### src/rtl/riscv_pkg.sv
// Shared RV32I encoder types and constants.
// ENC_LI_EXPAND_EN adds the S_LO state used by the LI pseudo-op expansion.
package riscv_pkg;

  typedef enum logic [2:0] {
    FMT_R  = 3'd0,
    FMT_I  = 3'd1,
    FMT_S  = 3'd2,
    FMT_B  = 3'd3,
    FMT_U  = 3'd4,
    FMT_J  = 3'd5,
    FMT_LI = 3'd6
  } enc_fmt_t;

`ifdef ENC_LI_EXPAND_EN
  typedef enum logic {S_IDLE, S_LO} enc_state_t;
`else
  typedef enum logic {S_IDLE} enc_state_t;
`endif

  localparam logic [6:0]  OPC_LUI    = 7'b0110111;
  localparam logic [6:0]  OPC_OP_IMM = 7'b0010011;
  localparam logic [31:0] INSTR_NOP  = 32'h0000_0013;

  localparam int IMM12_MIN = -2048;
  localparam int IMM12_MAX = 2047;
  localparam int IMM13_MIN = -4096;
  localparam int IMM13_MAX = 4094;
  localparam int IMM21_MIN = -(1 << 20);
  localparam int IMM21_MAX = (1 << 20) - 2;

  function automatic logic in_range(input logic [31:0] v, input int lo, input int hi);
    return ($signed(v) >= lo) && ($signed(v) <= hi);
  endfunction

endpackage

### src/rtl/instr_encoder_if.sv
// Descriptor-in / instruction-out bus of the encoder, plus its control and status.
interface instr_encoder_if #(parameter int AW = 32) ();
  import riscv_pkg::*;

  logic          start;
  logic [AW-1:0] base_addr;
  logic          in_valid;
  logic          in_ready;
  enc_fmt_t      in_fmt;
  logic [6:0]    in_opcode;
  logic [4:0]    in_rd;
  logic [4:0]    in_rs1;
  logic [4:0]    in_rs2;
  logic [2:0]    in_funct3;
  logic [6:0]    in_funct7;
  logic [31:0]   in_imm;
  logic          out_valid;
  logic          out_ready;
  logic [31:0]   out_instr;
  logic [AW-1:0] out_addr;
  logic          err;
  logic [AW-1:0] err_addr;

  modport master (
    output start, base_addr, in_valid, in_fmt, in_opcode, in_rd, in_rs1, in_rs2,
           in_funct3, in_funct7, in_imm, out_ready,
    input  in_ready, out_valid, out_instr, out_addr, err, err_addr
  );

  modport slave (
    input  start, base_addr, in_valid, in_fmt, in_opcode, in_rd, in_rs1, in_rs2,
           in_funct3, in_funct7, in_imm, out_ready,
    output in_ready, out_valid, out_instr, out_addr, err, err_addr
  );
endinterface

### src/rtl/instr_encoder_imm_pack.sv
// Combinational immediate scatter: places imm bits at their RV32I positions per format
// and reports whether the immediate is encodable.
module enc_imm_pack
  import riscv_pkg::*;
(
  input  enc_fmt_t    fmt_i,
  input  logic [31:0] imm_i,
  output logic [31:0] imm_bits_o,
  output logic        range_ok_o
);

  always_comb begin
    imm_bits_o = '0;
    range_ok_o = 1'b0;
    case (fmt_i)
      FMT_R: range_ok_o = 1'b1;
      // LI shares the I placement; range_ok then selects the single-ADDI form
      FMT_I, FMT_LI: begin
        imm_bits_o = {imm_i[11:0], 20'b0};
        range_ok_o = in_range(imm_i, IMM12_MIN, IMM12_MAX);
      end
      FMT_S: begin
        imm_bits_o = {imm_i[11:5], 13'b0, imm_i[4:0], 7'b0};
        range_ok_o = in_range(imm_i, IMM12_MIN, IMM12_MAX);
      end
      FMT_B: begin
        imm_bits_o = {imm_i[12], imm_i[10:5], 13'b0, imm_i[4:1], imm_i[11], 7'b0};
        range_ok_o = in_range(imm_i, IMM13_MIN, IMM13_MAX) && !imm_i[0];
      end
      FMT_U: begin
        imm_bits_o = {imm_i[31:12], 12'b0};
        range_ok_o = (imm_i[11:0] == 12'b0);
      end
      FMT_J: begin
        imm_bits_o = {imm_i[20], imm_i[10:1], imm_i[11], imm_i[19:12], 12'b0};
        range_ok_o = in_range(imm_i, IMM21_MIN, IMM21_MAX) && !imm_i[0];
      end
      default: ;
    endcase
  end

endmodule

### src/rtl/instr_encoder.sv
// Streaming RV32I encoder: descriptor -> registered instruction word at sequential addresses.
// ENC_LI_EXPAND_EN enables LI expansion (ADDI, or LUI+ADDI via S_LO); otherwise LI is illegal.
module instr_encoder
  import riscv_pkg::*;
#(
  parameter int AW = 32
) (
  input logic            clk,
  input logic            rst_n,
  instr_encoder_if.slave bus
);

  logic [31:0] imm_bits;
  logic        range_ok;

  enc_imm_pack u_imm_pack (
    .fmt_i      (bus.in_fmt),
    .imm_i      (bus.in_imm),
    .imm_bits_o (imm_bits),
    .range_ok_o (range_ok)
  );

  enc_state_t    state_q, state_d;
  logic          out_valid_q;
  logic [31:0]   out_instr_q;
  logic [AW-1:0] out_addr_q;
  logic [AW-1:0] cnt_q;
  logic          err_q;
  logic [AW-1:0] err_addr_q;
`ifdef ENC_LI_EXPAND_EN
  logic [31:0]   lo_q, lo_d;
`endif

  logic          slot_free, in_ready, load, ill;
  logic [31:0]   word_d;

  always_ff @(posedge clk or negedge rst_n) begin
    if (!rst_n) state_q <= S_IDLE;
    else        state_q <= state_d;
  end

  always_comb begin
    slot_free = !out_valid_q || bus.out_ready;
    in_ready  = (state_q == S_IDLE) && slot_free;
    load      = bus.in_valid && in_ready;
    state_d   = state_q;
    word_d    = INSTR_NOP;
    ill       = 1'b0;
`ifdef ENC_LI_EXPAND_EN
    lo_d      = lo_q;
`endif
    case (bus.in_fmt)
      FMT_R: word_d = {bus.in_funct7, bus.in_rs2, bus.in_rs1, bus.in_funct3, bus.in_rd,
                       bus.in_opcode};
      FMT_I: word_d = imm_bits | {12'b0, bus.in_rs1, bus.in_funct3, bus.in_rd, bus.in_opcode};
      FMT_S, FMT_B:
        word_d = imm_bits | {7'b0, bus.in_rs2, bus.in_rs1, bus.in_funct3, 5'b0, bus.in_opcode};
      FMT_U, FMT_J:
        word_d = imm_bits | {20'b0, bus.in_rd, bus.in_opcode};
`ifdef ENC_LI_EXPAND_EN
      FMT_LI: begin
        if (range_ok) begin
          word_d = imm_bits | {12'b0, 5'd0, 3'b000, bus.in_rd, OPC_OP_IMM};
        end else begin
          // +0x800 pre-compensates the sign extension of the low 12 bits in the ADDI
          word_d = {20'((bus.in_imm + 32'h800) >> 12), bus.in_rd, OPC_LUI};
          lo_d   = {bus.in_imm[11:0], bus.in_rd, 3'b000, bus.in_rd, OPC_OP_IMM};
          if (load) state_d = S_LO;
        end
      end
`endif
      default: ill = 1'b1;
    endcase
`ifdef ENC_LI_EXPAND_EN
    if (bus.in_fmt != FMT_LI && !range_ok) ill = 1'b1;
`else
    if (!range_ok) ill = 1'b1;
`endif
    if (ill) word_d = INSTR_NOP;
`ifdef ENC_LI_EXPAND_EN
    if (state_q == S_LO) begin
      load    = slot_free;
      word_d  = lo_q;
      ill     = 1'b0;
      if (slot_free) state_d = S_IDLE;
    end
`endif
  end

  always_ff @(posedge clk or negedge rst_n) begin
    if (!rst_n) begin
      out_valid_q <= 1'b0;
      out_instr_q <= '0;
      out_addr_q  <= '0;
      cnt_q       <= '0;
      err_q       <= 1'b0;
      err_addr_q  <= '0;
`ifdef ENC_LI_EXPAND_EN
      lo_q        <= '0;
`endif
    end else begin
`ifdef ENC_LI_EXPAND_EN
      lo_q <= lo_d;
`endif
      // cnt_q is the next free slot; a word already in the output register keeps its address
      if (load) begin
        out_valid_q <= 1'b1;
        out_instr_q <= word_d;
        out_addr_q  <= cnt_q;
      end else if (bus.out_ready) begin
        out_valid_q <= 1'b0;
      end
      if (bus.start)  cnt_q <= bus.base_addr & ~AW'(3);
      else if (load)  cnt_q <= cnt_q + AW'(4);
      if (bus.start) begin
        err_q <= 1'b0;
      end else if (load && ill) begin
        err_q <= 1'b1;
        if (!err_q) err_addr_q <= cnt_q;
      end
    end
  end

  assign bus.in_ready  = in_ready;
  assign bus.out_valid = out_valid_q;
  assign bus.out_instr = out_instr_q;
  assign bus.out_addr  = out_addr_q;
  assign bus.err       = err_q;
  assign bus.err_addr  = err_addr_q;

endmodule
### src/flat_wrapper.sv
// flat-port wrapper written by rule: the top's interface ports become plain ports
module instr_encoder_flat import riscv_pkg::*;
#(
  parameter int AW = 32
)
  (clk, rst_n, bus_start, bus_base_addr, bus_in_valid, bus_in_fmt, bus_in_opcode, bus_in_rd, bus_in_rs1, bus_in_rs2, bus_in_funct3, bus_in_funct7, bus_in_imm, bus_out_ready, bus_in_ready, bus_out_valid, bus_out_instr, bus_out_addr, bus_err, bus_err_addr);
  instr_encoder_if #(.AW(AW)) bus_i ();
  input logic clk;
  input logic rst_n;
  input wire logic [$bits(bus_i.start)-1:0] bus_start;
  input wire logic [$bits(bus_i.base_addr)-1:0] bus_base_addr;
  input wire logic [$bits(bus_i.in_valid)-1:0] bus_in_valid;
  input wire logic [$bits(bus_i.in_fmt)-1:0] bus_in_fmt;
  input wire logic [$bits(bus_i.in_opcode)-1:0] bus_in_opcode;
  input wire logic [$bits(bus_i.in_rd)-1:0] bus_in_rd;
  input wire logic [$bits(bus_i.in_rs1)-1:0] bus_in_rs1;
  input wire logic [$bits(bus_i.in_rs2)-1:0] bus_in_rs2;
  input wire logic [$bits(bus_i.in_funct3)-1:0] bus_in_funct3;
  input wire logic [$bits(bus_i.in_funct7)-1:0] bus_in_funct7;
  input wire logic [$bits(bus_i.in_imm)-1:0] bus_in_imm;
  input wire logic [$bits(bus_i.out_ready)-1:0] bus_out_ready;
  output wire logic [$bits(bus_i.in_ready)-1:0] bus_in_ready;
  output wire logic [$bits(bus_i.out_valid)-1:0] bus_out_valid;
  output wire logic [$bits(bus_i.out_instr)-1:0] bus_out_instr;
  output wire logic [$bits(bus_i.out_addr)-1:0] bus_out_addr;
  output wire logic [$bits(bus_i.err)-1:0] bus_err;
  output wire logic [$bits(bus_i.err_addr)-1:0] bus_err_addr;
  assign bus_i.start = bus_start;
  assign bus_i.base_addr = bus_base_addr;
  assign bus_i.in_valid = bus_in_valid;
  assign bus_i.in_fmt = bus_in_fmt;
  assign bus_i.in_opcode = bus_in_opcode;
  assign bus_i.in_rd = bus_in_rd;
  assign bus_i.in_rs1 = bus_in_rs1;
  assign bus_i.in_rs2 = bus_in_rs2;
  assign bus_i.in_funct3 = bus_in_funct3;
  assign bus_i.in_funct7 = bus_in_funct7;
  assign bus_i.in_imm = bus_in_imm;
  assign bus_i.out_ready = bus_out_ready;
  assign bus_in_ready = bus_i.in_ready;
  assign bus_out_valid = bus_i.out_valid;
  assign bus_out_instr = bus_i.out_instr;
  assign bus_out_addr = bus_i.out_addr;
  assign bus_err = bus_i.err;
  assign bus_err_addr = bus_i.err_addr;
  instr_encoder #(.AW(AW)) u_core (.clk(clk), .rst_n(rst_n), .bus(bus_i));
endmodule
### config.mk
export PLATFORM = sky130hd
export DESIGN_NAME = instr_encoder_flat
export DESIGN_NICKNAME = d
export VERILOG_FILES = /design/src/rtl/riscv_pkg.sv /design/src/rtl/instr_encoder_if.sv /design/src/rtl/instr_encoder_imm_pack.sv /design/src/rtl/instr_encoder.sv /design/src/flat_wrapper.sv
export SDC_FILE = /design/constraint.sdc
export NUM_CORES = 1
export LEC_CHECK = 0
export BUFFER_PORTS_ARGS = -buffer_cell sky130_fd_sc_hd__buf_4
export CORE_UTILIZATION = 47
export DETAILED_ROUTE_END_ITERATION = 8
export PLACE_DENSITY = 0.76
export SYNTH_ARGS = -nofsm -noshare
export SYNTH_HDL_FRONTEND = slang
export SYNTH_SLANG_ARGS = --single-unit
### constraint.sdc
create_clock -name clk -period 2.3 [get_ports clk]
set_input_delay 0.46 -clock clk [delete_from_list [all_inputs] [get_ports clk]]
set_output_delay 0.46 -clock clk [all_outputs]
set_load 0.05 [all_outputs]
Yosys cells after proc, flatten, opt, wreduce, memory -nomap -nowiden
Index checks and enable logic that the tools add are counted.
{"block": "totals", "register_bits": 130, "input_bits": 104, "wordCells": 57}
{"block": "classes", "addsub": 1, "order_cmp": 6, "n_eq_ne": 6, "muxes": 12, "n_bitwise": 5, "n_reduce_logical": 21}
{"op": "32-bit one-hot mux with 5 select lines", "count": 1}
{"op": "32-bit one-hot mux with 4 select lines", "count": 1}
{"op": "32-bit 2-to-1 mux", "count": 3}
{"op": "32-bit by 3-bit adder with 32-bit output (second input constant)", "count": 1}
{"op": "32-bit by 12-bit >= comparator with 1-bit output (second input constant)", "count": 1}
{"op": "32-bit by 13-bit >= comparator with 1-bit output (second input constant)", "count": 1}
{"op": "32-bit by 21-bit >= comparator with 1-bit output (second input constant)", "count": 1}
{"op": "32-bit by 12-bit less-or-equal comparator with 1-bit output (second input constant)", "count": 1}
{"op": "32-bit by 13-bit less-or-equal comparator with 1-bit output (second input constant)", "count": 1}
{"op": "32-bit by 21-bit less-or-equal comparator with 1-bit output (second input constant)", "count": 1}
{"op": "32-bit by 12-bit OR with 32-bit output", "count": 1}
{"op": "32-bit by 20-bit OR with 32-bit output", "count": 1}
{"op": "32-bit by 25-bit OR with 32-bit output", "count": 1}
{"op": "12-bit zero test", "count": 1}
{"op": "3-bit equality test (second input constant)", "count": 3}
{"op": "1-bit logical AND", "count": 7}
{"op": "3-bit by 2-bit equality test with 1-bit output (second input constant)", "count": 2}
{"op": "1-bit 2-to-1 mux", "count": 6}
{"op": "2-bit nonzero test", "count": 3}
{"op": "2-bit OR reduction", "count": 3}
{"op": "6-bit OR reduction", "count": 1}
{"op": "1-bit one-hot mux with 5 select lines", "count": 1}
{"op": "3-bit by 1-bit equality test with 1-bit output (second input constant)", "count": 1}
{"op": "3-bit zero test", "count": 1}
{"op": "5 further kinds", "count": 7}

Logic depth before layout (Yosys ltp)
Gate-level depths: netlist of run 1.
{"block": "logic_depth", "word_depth": 8, "depth_mapped": 8}

By module
Synthesis of run 1 repeated with hierarchy kept, for this count alone.
{"block": "hier_totals", "cells_unflattened": 681, "area_unflattened_um2": 6261.0}
{"mod": "instr_encoder", "n_inst": 1, "cells_per_inst": 589, "area_per_inst_um2": 5634.2, "seq_area_each_um2": 3103.0}
{"mod": "enc_imm_pack", "n_inst": 1, "cells_per_inst": 92, "area_per_inst_um2": 626.9, "seq_area_each_um2": 0.0}

Worst setup path after synthesis of run 1
No wires, ideal clock.
{"block": "synth_timing", "path_kind": "register -> register", "start": "register u_core.out_valid_q, in the netlist u_core.bus.out_valid", "end": "register u_core.cnt_q[31]", "t_arrival_ns": 2.297, "required_time_ns": 2.176, "slack_ns": -0.121, "path_stages_with_launch": 9, "synth_period_minus_slack_ns": 2.421, "path_cell_list": "dfrtp_1 > nand2b_1 > and2_1 > clkbuf_1 > and4_1 > nand4_1 > nor3_1 > a211o_1 > nand3_1"}
{"block": "synth_between", "elab_chain_cells": 4}
{"element": "from (decl)", "line": "instr_encoder.sv:24", "rtl": "logic out_valid_q;"}
{"element": "from (signal assigned)", "line": "instr_encoder.sv:92", "rtl": "out_valid_q <= 1'b0;"}
{"element": "from (signal assigned)", "line": "instr_encoder.sv:107", "rtl": "out_valid_q <= 1'b1;"}
{"element": "from (signal assigned)", "line": "instr_encoder.sv:111", "rtl": "out_valid_q <= 1'b0;"}
{"element": "1-bit zero test", "line": "instr_encoder.sv:43", "rtl": "slot_free = !out_valid_q || bus.out_ready;"}
{"element": "1-bit logical OR", "line": "instr_encoder.sv:43"}
{"element": "named net bus_in_ready", "line": "flat_wrapper.sv:22", "rtl": "output wire logic [$bits(bus_i.in_ready)-1:0] bus_in_ready;"}
{"element": "1-bit logical AND", "line": "instr_encoder.sv:45", "rtl": "load = bus.in_valid && in_ready;"}
{"element": "2-bit nonzero test (no source line)"}
{"element": "to (signal assigned)", "line": "instr_encoder.sv:113", "rtl": "if (bus.start) cnt_q <= bus.base_addr & ~AW'(3);"}
{"element": "to (signal assigned)", "line": "instr_encoder.sv:114", "rtl": "else if (load) cnt_q <= cnt_q + AW'(4);"}
{"element": "to (decl)", "line": "instr_encoder.sv:27", "rtl": "logic [AW-1:0] cnt_q;"}
The timed path passes the listed nets, and every way through them passes these cells.
A chain may end at the register's enable or synchronous reset.

Worst setup path in the final report of run 1
{"block": "layout_timing", "start": "input bus_in_imm[8]", "end": "register u_core.err_addr_q[18], in the netlist u_core.bus.err_addr[18]"}
{"block": "layout_between", "elab_chain_cells": 7}
{"element": "from (decl)", "line": "flat_wrapper.sv:20", "rtl": "input wire logic [$bits(bus_i.in_imm)-1:0] bus_in_imm;"}
{"element": "32-bit by 21-bit >= comparator with 1-bit output (tied with other cells)", "line": "riscv_pkg.sv:33", "rtl": "return ($signed(v) >= lo) && ($signed(v) <= hi);"}
{"element": "1-bit logical AND", "line": "riscv_pkg.sv:33"}
{"element": "1-bit logical AND (on tied branches)", "line": "instr_encoder_imm_pack.sv:36, instr_encoder_imm_pack.sv:28"}
{"element": "1-bit one-hot mux with 5 select lines *", "line": "instr_encoder_imm_pack.sv:15", "rtl": "case (fmt_i)"}
{"element": "1-bit 2-to-1 mux *", "line": "instr_encoder.sv:77", "rtl": "if (!range_ok) ill = 1'b1;"}
{"element": "1-bit logical AND *", "line": "instr_encoder.sv:117", "rtl": "end else if (load && ill) begin"}
{"element": "3-bit AND reduction (no source line) *"}
{"element": "to (signal assigned)", "line": "instr_encoder.sv:119", "rtl": "if (!err_q) err_addr_q <= cnt_q;"}
{"element": "to (decl)", "line": "instr_encoder.sv:29", "rtl": "logic [AW-1:0] err_addr_q;"}
Every way passes the cells marked *; elsewhere a longest branch is shown, timed or not.

==> run metrics, run 1 <==
status=finished, final reports clean; Static Leak=4.13 nW; Hold Crit Class=primary input to asynchronous set/reset pin; Clk pin slew, worst setup/hold paths=0.05 ns; Clock Tree Buf Depth=2; initial antenna violation count=0; PortBufs=a little under 200; number of global-route vias before repair=5620; Setup-failing EPs final=0; ys async rst share=100%; Comb pwr share=between 20% and 30%; Worst-Skew Late Latency=0.42 ns; final hold viol count=0; Seq pwr share=35.0%; Net Sw Frac=34.2%; Core Area=approximately 12000 um^2; # clock sinks=between 100 and 150; Power Dens Cells=a little over 900 nW/um^2; clock share of power=35.6%; area post-placement=around 7900 um^2; net switching power=2.66 mW; minimum clock period after layout=around 2.3 ns; Setup TNS=0 ns; Crit Path Class=primary input to register; final period utilization=a little over nine tenths; largest net degree at the start of global routing=63; Initial Utilization=48.8%; Slew Limit Headroom=approximately 64%; Die Y=between 100 and 150 um; Num CTS Buffers=17; RSZ-0062 raised after global routing=yes; nets@finish=966; YS warnings=0; Slew @ Worst Pin=0.536 ns; Req. time, crit path=roughly 2.6 ns; Cell Rows=40; layout cell share with drive strength beyond 1=36.7%; ys flop type=dfrtp_1; DRC Markers=0; Final ANT Viol Nets=0; die area=13100 um^2; via density per instance=5.43; CP Capture Type=register; Ant. Diodes=0; WL per Instance=17.2 um; placer congestion estimate=a little over 0.9; P_int=approximately 5 mW; GRT Residual Overflow=0; first-pass GRT wire length=28.0 mm; max-slew violations=0; post-synthesis register bit count=between 100 and 150; area delta synth->final=44.5%; GRT Total Usage=about 28%; CTS root buffer=clkbuf_16; CP max FO=11; number of synthesized flops with an enable pin=0; Worst setup SP type=primary input; drt first pass iters=5; Routed WL=17.9 mm; final hold slack=between 0.015 and 0.02 ns; cell area after synthesis=5940 um^2; Mean Syn Cell Area=about 9.4 um^2; via count=between 5000 and 6000; Worst Skew=0.00644 ns; peak supply drop=650 uV; max cap viols=0; Arr. time, crit path=roughly 2.6 ns; Max Fclk=442 MHz; Total Power=just under 8 mW; Post-DP HPWL=12.6 mm; CTS H-tree depth=4; Synth cell types=43; post-route cell area=about 8600 um^2; initial DRC count=491; synthesized instance count=approximately 630; io pins=about 200; CTS tree=done; most frequent cells in the layout=buf_4 (244), nand2_1 (171), dfrtp_1 (124); most common cell after layout, fill and taps aside=buf_4; hold-fix buffers at CTS=0; Die Width=between 100 and 150 um; Seq/Total Area, Yosys=52.2%
==> worst max-delay path, cell delays in order <==
cell       delay, ns
buf_4           0.09
nand4_1         0.11
nor3_2          0.30
and4b_1         0.25
a221oi_2        0.23
a2bb2oi_2       0.20
nor4b_4         0.24
buf_4           0.18
buf_12          0.14
mux2_2          0.34
==> synth_stat cells, drive strengths merged, types with 2 or more instances <==
library cell / number / share of area (%)
and3: 5 / 0.53
a21oi: 22 / 1.9
xnor2: 12 / 1.8
nor2: 25 / 1.6
nand2b: 3 / 0.32
inv: 2 / 0.13
buf: 9 / 1.2
nand4: 16 / 1.7
clkbuf: 32 / 2.0
dfrtp: 124 / 52
nand2: 172 / 11
o21ai: 44 / 3.7
nand3: 15 / 1.3
and4: 2 / 0.29
o31ai: 17 / 2.1
nor2b: 18 / 1.9
or4: 2 / 0.25
o22ai: 6 / 0.63
mux2: 33 / 6.3
mux2i: 2 / 0.34
nor3: 10 / 0.84
or3: 2 / 0.21
nor4: 5 / 0.53
a22oi: 16 / 2.0
a211oi: 2 / 0.25
a22o: 3 / 0.44
and2: 2 / 0.21
xor2: 16 / 2.4
==> per-stage QoR <==
| stage | worst slack (ns) | instances | utilization (%) |
|---|---|---|---|
| floorplan | -0.0354 | 632 | - |
| detailed placement | -0.352 | 1006 | 64.9 |
| global placement | -0.338 | 1006 | 64.9 |
| global route | -0.0487 | 1040 | 70.6 |
| CTS | 0.0881 | 1036 | 69.9 |
| finish | 0.0372 | 1040 | 70.6 |
==> state kept, by name, indices dropped and copies added (netlist names) <==
signal	flops
u_core.bus.out_instr	32
u_core.bus.err_addr	30
u_core.bus.out_addr	30
u_core.cnt_q	30
u_core.bus.err	1
u_core.bus.out_valid	1
==> layer usage <==
| layer | vias up | part of all wire (%) | global-route usage [%] |
|---|---|---|---|
| met5 | - | 0 | 0 |
| met4 | 0 | 2.1 | 12.0 |
| met3 | 38 | 7.7 | 8.36 |
| met2 | 251 | 48 | 45.5 |
| met1 | 2730 | 42 | 34.7 |
| li1 | 2629 | - | - |
==> power groups by stage <==
stage | Combinational, mW | Sequential, mW | Clock (mW)
after floorplan | 0.493 | 3.63 | 0
after global placement | 2.22 | 2.74 | 0
after detailed placement | 2.25 | 2.75 | 0
after CTS | 2.26 | 2.72 | 2.81
after global routing | 2.41 | 2.76 | 2.89
final | 2.29 | 2.72 | 2.77
==> area by class of cell <==
class                           instances  area [um^2]
Multi-Input combinational cell        465         2690
Sequential cell                       124         3100
Clock buffer                           24          502
Timing Repair Buffer                  251         1960
Clock inverter                          6          109
Tap cell                              168          210
Fill cell                             959         3570
Inverter                                2         7.51
==> what timing repair did <==
item	4_1_cts	5_1_grt
setup buffers	0	2
endpoints found under the setup margin	0	30
endpoints found under the hold margin	0	0
gates resized for setup	0	9
==> cell families after synthesis <==
family / Yosys count / synth area share, %
flip-flops: 124 / 52.2
other: 1 / 0.0631
buffers and inverters: 43 / 3.35
multiplexers: 35 / 6.59
AND/OR/NAND/NOR: 281 / 21.3
adder cells (fa/ha/maj): 1 / 0.211
AO/OA/AOI/OAI: 116 / 12.2
XOR/XNOR: 28 / 4.13
==> worst paths after layout <==
path,startpoint,end,slack (ns),cells past startpoint
hold / removal,rst_n,u_core.bus.out_instr[5]$_DFFE_PN0P_,0.02,1
setup / recovery,bus_in_imm[8],u_core.bus.err_addr[18]$_DFFE_PN0P_,0.04,10
hold reg to reg,u_core.bus.out_instr[4]$_DFFE_PN0P_,u_core.bus.out_instr[4]$_DFFE_PN0P_,0.47,2
max in group asynchronous,rst_n,u_core.bus.err_addr[11]$_DFFE_PN0P_,1.63,2
setup reg to reg,u_core.cnt_q[2]$_DFFE_PN0N_,u_core.cnt_q[30]$_DFFE_PN0N_,0.12,8
min in group clk,bus_base_addr[30],u_core.cnt_q[30]$_DFFE_PN0N_,0.24,3
No activity file was read; power rests on OpenSTA's default activity.
==> inputs of run 2 (changes only) <==
--- a/config.mk
+++ b/config.mk
@@ -5,10 +5,11 @@
 export SDC_FILE = /design/constraint.sdc
 export NUM_CORES = 1
 export LEC_CHECK = 0
+export ABC_AREA = 1
 export BUFFER_PORTS_ARGS = -buffer_cell sky130_fd_sc_hd__buf_4
-export CORE_UTILIZATION = 47
+export CORE_UTILIZATION = 30
 export DETAILED_ROUTE_END_ITERATION = 8
-export PLACE_DENSITY = 0.76
+export REMOVE_ABC_BUFFERS = 1
 export SYNTH_ARGS = -nofsm -noshare
 export SYNTH_HDL_FRONTEND = slang
 export SYNTH_SLANG_ARGS = --single-unit
==> run metrics, run 2 <==
Max Fclk=about 470 MHz; clock share of power=36.9%; Worst-Skew Late Latency=roughly 0.41 ns; post_cts resized=0; drt first pass iters=5; Routed WL=21.2 mm; Worst Skew=0.00918 ns; Slew Limit Headroom=about two thirds; Clock Tree Buf Depth=2; Crit path largest cell delay=0.40 ns; max cap viols=0; YS warnings=0; PortBufs=just under 200; layout cell share with drive strength beyond 1=25.5%; Synth top area share=47.4%; Worst setup SP type=register; Req. time, crit path=2.64 ns; Synth top cells by count=nand2_1 (338), dfrtp_1 (124), nor2_1 (77); Num CTS Buffers=17; hold-fix buffers at CTS=0; Initial Utilization=a little under a third; RSZ-0062 raised after global routing=no; Seq pwr share=approximately a third; Worst path most repeated cell=nor2_2; most common cell after layout, fill and taps aside=nand2_1; Yosys top cell by area=dfrtp_1; die area=roughly 22000 um^2; critical path buffer and inverter count=0; Crit Path Class=register to register; Static Leak=approximately 4.7 nW; Synth cell types=40; Hold Crit Class=primary input to asynchronous set/reset pin; post-synthesis register bit count=roughly 120; Total Power=slightly below 8 mW; nets@finish=approximately 1200; CP delay by family, top=simple AND/OR/NAND/NOR gates; via count=around 6400; CP Capture Type=register; Arr. time, crit path=around 2.5 ns; initial DRC count=around 270; Post-CTS Setup Repair Bufs=0; GRT Residual Overflow=0; Cell Rows=53; Seq/Total Area, Yosys=47.4%; # clock sinks=124; Die Y=about 150 um; Comb pwr share=between 20% and 30%; Final ANT Viol Nets=0; Clk pin slew, worst setup/hold paths=0.06 ns; status=finished, final reports clean; area post-placement=8430 um^2; number of global-route vias before repair=6454; final core occ=between 40% and 50%; Power Dens Cells=876 nW/um^2; io pins=203; net switching power=about 2.9 mW; slowest cell on the critical path=dfrtp_1; Setup-failing EPs final=0; cell area after synthesis=approximately 6500 um^2; final hold viol count=0; minimum clock period after layout=between 2 and 2.5 ns; CP max FO=4; final period utilization=just over 90%; Post-DP HPWL=15.7 mm; via density per instance=between 4 and 5; Core Area=approximately 21000 um^2; max-slew violations=0; fillers=2217; placer congestion estimate=0.838; ys async rst share=between 90% and 100%; most common cell in the netlist=nand2_1; synthesized instance count=880; ys flop type=dfrtp_1; Slew @ Worst Pin=0.518 ns; number of flip-flops in the largest register=32; largest net degree at the start of global routing=89; P_int=5.07 mW; area delta synth->final=38.6%; DRC Markers=0; CTS root buffer=clkbuf_16; post-route cell area=approximately 9000 um^2; largest cells by area after synthesis=dfrtp_1 (47%), nand2_1 (19%), nor2_1 (4.4%); GRT Total Usage=approximately a fifth; peak supply drop=roughly 430 uV; most frequent cells in the layout=nand2_1 (338), buf_4 (215), dfrtp_1 (124); WL per Instance=approximately 15 um; initial antenna violation count=1; CTS H-tree depth=4; Die Width=about 150 um; first-pass GRT wire length=around 34 mm; worst path cell trace=ha_1 > nand3_1 > nor2_2 > nand2_1 > nor2_2 > nand2_1 > nor2_2 > nand2_2 > nor2_2 > xor2_1 > nand2_1 > o211ai_2; number of synthesized flops with an enable pin=0; Mean Syn Cell Area=about 7.4 um^2; Net Sw Frac=36.2%; CTS tree=done
[run 2: logic make-up (layout without fill, tap and decap cells)]
kind of cell / count (synthesis) / in the layout / share of synthesized area (%)
AOI/OAI and AO/OA: 102 / 102 / 9.27
xor gates and xnor gates: 26 / 26 / 3.48
adders and majority gates: 1 / 1 / 0.191
buffers and inverters: 111 / 326 / 7.20
DFF: 124 / 124 / 47.4
other: 1 / 5 / 0.0573
and+or+nand+nor: 515 / 515 / 32.4
[run 2: per-layer routing]
| layer | vias to the layer above | global-route usage [%] | share of wire (%) |
|---|---|---|---|
| li1 | 3210 | - | - |
| met1 | 2980 | 25.1 | 45 |
| met2 | 214 | 32.0 | 46 |
| met3 | 14 | 6.65 | 7.6 |
| met4 | 0 | 4.70 | 1.1 |
| met5 | - | 0 | 0 |
[run 2: final timing paths]
| check | start | to | slack [ns] | cells past startpoint |
|---|---|---|---|---|
| max in group asynchronous | rst_n | u_core.bus.err_addr[27]$_DFFE_PN0P_ | 1.65 | 2 |
| max reg2reg | u_core.cnt_q[3]$_DFFE_PN0N_ | u_core.cnt_q[26]$_DFFE_PN0N_ | 0.19 | 12 |
| max | u_core.cnt_q[3]$_DFFE_PN0N_ | u_core.cnt_q[26]$_DFFE_PN0N_ | 0.19 | 12 |
| min reg2reg | u_core.bus.err_addr[14]$_DFFE_PN0P_ | u_core.bus.err_addr[14]$_DFFE_PN0P_ | 0.47 | 2 |
| min in group clk | bus_in_opcode[5] | u_core.bus.out_instr[5]$_DFFE_PN0P_ | 0.24 | 3 |
| min | rst_n | u_core.bus.out_addr[10]$_DFFE_PN0P_ | 0.01 | 1 |
[run 2: per-stage QoR]
step / hold WS, ns / std cells / setup slack (ns) / TNS [ns]
finish: 0.0106 / 1374 / 0.194 / 0
CTS: 0.0135 / 1373 / 0.179 / 0
floorplan: 0.164 / 846 / -2.56 / -118.14
detailed placement: 0.461 / 1341 / 0.205 / 0
global route: 0.0242 / 1373 / 0.0217 / 0
global placement: 0.457 / 1341 / 0.215 / 0
[run 2: worst reg2reg max path: cells and delay by family (launching register included)]
kind	cells	cell delay (ns)
simple gates	9	1.22
compound gates	1	0.06
xor+xnor	1	0.16
flops	1	0.40
fa+ha+maj	1	0.21
[run 2: layout make-up]
type                            count  area, um^2  area share [%]
Inverter                           74         278            3.06
Timing Repair Buffer              220        1710            18.9
Sequential cell                   124        3100            34.2
Tap cell                          275         344            3.79
Multi-Input combinational cell    648        2990            33.0
Clock inverter                     13         188            2.07
Antenna cell                        1        2.50          0.0276
Clock buffer                       19         453            4.99
[run 2: power by group through the flow]
stage	registers [mW]	clock network, mW	logic [mW]
after floorplan	3.61	0	0.538
after global placement	2.76	0	2.29
after detailed placement	2.77	0	2.30
after CTS	2.73	3.00	2.31
after global routing	2.78	3.11	2.46
final	2.74	2.93	2.28
==> inputs of run 3 (changes only) <==
--- a/config.mk
+++ b/config.mk
@@ -8,6 +8,7 @@
 export ABC_AREA = 1
 export BUFFER_PORTS_ARGS = -buffer_cell sky130_fd_sc_hd__buf_4
 export CORE_UTILIZATION = 30
+export CTS_BUF_LIST = sky130_fd_sc_hd__clkbuf_4 sky130_fd_sc_hd__clkbuf_8
 export DETAILED_ROUTE_END_ITERATION = 8
 export REMOVE_ABC_BUFFERS = 1
 export SYNTH_ARGS = -nofsm -noshare
==> run metrics, run 3 (synthesis results as in run 2) <==
GRT Residual Overflow=0; worst r2r src=u_core.cnt_q[3]$_DFFE_PN0N_; Worst path most repeated cell=nor2_2; final core occ=about two fifths; Min-Delay Endpoint=u_core.bus.out_instr[5]$_DFFE_PN0P_; first-pass GRT wire length=between 30 and 40 mm; Routed WL=around 21 mm; peak supply drop=a little under 300 uV; fillers=2250; worst path cell trace=ha_1 > nand3_1 > nor2_2 > nand2_1 > nor2_2 > nand2_1 > nor2_2 > nand2_2 > nor2_2 > xor2_1 > nand2_1 > o211ai_2; drt first pass iters=4; Req. time, crit path=roughly 2.7 ns; slowest cell on the critical path=dfrtp_1; Cell Rows=53; largest net degree at the start of global routing=89; CTS tree=done; CP max FO=4; Total Power=roughly 7.2 mW; Clk pin slew, worst setup/hold paths=~0.08 ns; Hold Crit Start=bus_in_opcode[5]; worst reg2reg path depth=12; Slew @ Worst Pin=0.509 ns; Num CTS Buffers=17; Die Y=approximately 150 um; WL per Instance=between 15 and 20 um; GRT Total Usage=between 10% and 20%; final hold viol count=0; number of flip-flops in the largest register=32; nets@finish=approximately 1200; RSZ-0062 raised after global routing=no; critical path buffer and inverter count=0; number of global-route vias before repair=6456; minimum clock period after layout=2.12 ns; final worst slack=about 0.18 ns; Arr. time, crit path=2.49 ns; Clock Tree Buf Depth=2; DRC Markers=0; # clock sinks=about 120; die area=approximately 22000 um^2; Final ANT Viol Nets=0; max-slew violations=0; Post-DP HPWL=between 15 and 20 mm; Hold Crit Depth=3; final period utilization=~90%; CP delay by family, top=simple AND/OR/NAND/NOR gates; post_cts resized=0; Hold Crit Class=primary input to register; Setup-failing EPs final=0; initial antenna violation count=1; CP Capture Type=register; Worst setup SP type=register; initial DRC count=about 250; CTS root buffer=clkbuf_8; via count=6413; Max Fclk=between 400 and 500 MHz; Slew Limit Headroom=66.1%; max cap viols=0; area post-placement=roughly 8400 um^2; most frequent cells in the layout=nand2_1 (338), buf_4 (215), dfrtp_1 (124); post-route cell area=~8900 um^2; pre-CTS WS=0.205 ns; most common cell after layout, fill and taps aside=nand2_1; Die Width=roughly 150 um; via density per instance=4.66; status=finished, final reports clean; R2R setup slack=between 0.15 and 0.2 ns; io pins=around 200; Core Area=21200 um^2; placer congestion estimate=between 0.8 and 0.9; Static Leak=about 4.6 nW; Crit Reg-Reg Endpoint=u_core.cnt_q[26]$_DFFE_PN0N_; layout cell share with drive strength beyond 1=25.5%; area delta synth->final=35.8%; Crit path largest cell delay=approximately 0.41 ns; Initial Utilization=a little under a third; Worst-Skew Late Latency=roughly 0.45 ns; Worst Skew=0.0163 ns; PortBufs=196; Power Dens Cells=between 800 and 900 nW/um^2; Crit Path Class=register to register; CTS H-tree depth=4
[run 3: what timing repair did]
item / 4_1_cts / 5_1_grt
setup buffers: 0 / 0
hold endpoints to repair: 32 / 0
hold buffers: 1 / 0
[run 3: routing by layer]
layer  part of all wire, %  track usage [%]  vias up
li1                      -                -     3213
met1                    45             24.9     2965
met2                    46             31.6      213
met3                   8.0             6.40       22
met4                   1.3             5.05        0
met5                     0                0        -
[run 3: layout make-up]
class / instances / area (um^2) / area share, %
clock inverters: 13 / 188 / 2.11
flip-flops and latches: 124 / 3100 / 34.9
well taps: 275 / 344 / 3.87
diodes: 1 / 2.50 / 0.0281
multi-input cells: 648 / 2990 / 33.6
clock buffers: 19 / 262 / 2.94
repair buffers: 221 / 1720 / 19.4
inverters: 74 / 278 / 3.12
[run 3: per-stage QoR]
step	hold slack, ns	setup TNS (ns)	std cells
floorplan	0.164	-118.14	846
global placement	0.457	0	1341
detailed placement	0.461	0	1341
finish	0.204	0	1375
CTS	0.179	0	1374
global route	0.197	0	1374
[run 3: worst max path at each step]
stage                                     startpoint                             endpoint  slack (ns)  cells past startpoint
finish                   u_core.cnt_q[3]$_DFFE_PN0N_         u_core.cnt_q[26]$_DFFE_PN0N_        0.18                     12
CTS                      u_core.cnt_q[3]$_DFFE_PN0N_         u_core.cnt_q[26]$_DFFE_PN0N_        0.18                     12
global route             u_core.cnt_q[3]$_DFFE_PN0N_         u_core.cnt_q[26]$_DFFE_PN0N_       0.006                     12
floorplan           u_core.bus.out_valid$_DFFE_PN0P_  u_core.bus.err_addr[10]$_DFFE_PN0P_       -2.56                      8
detailed placement       u_core.cnt_q[3]$_DFFE_PN0N_         u_core.cnt_q[26]$_DFFE_PN0N_        0.20                     12
global placement                      bus_in_imm[11]  u_core.bus.err_addr[16]$_DFFE_PN0P_        0.22                     16
[run 3: report_power, final]
part,leakage [nW],internal (mW),switching (mW)
Sequential,1.57,2.49,0.241
Combinational,2.80,0.706,1.58
Clock,0.207,1.24,0.966
[run 3: worst min-delay path: stages]
cell and delay (ns):
buf_4 0.08, nand2_1 0.04, nand2_1 0.04
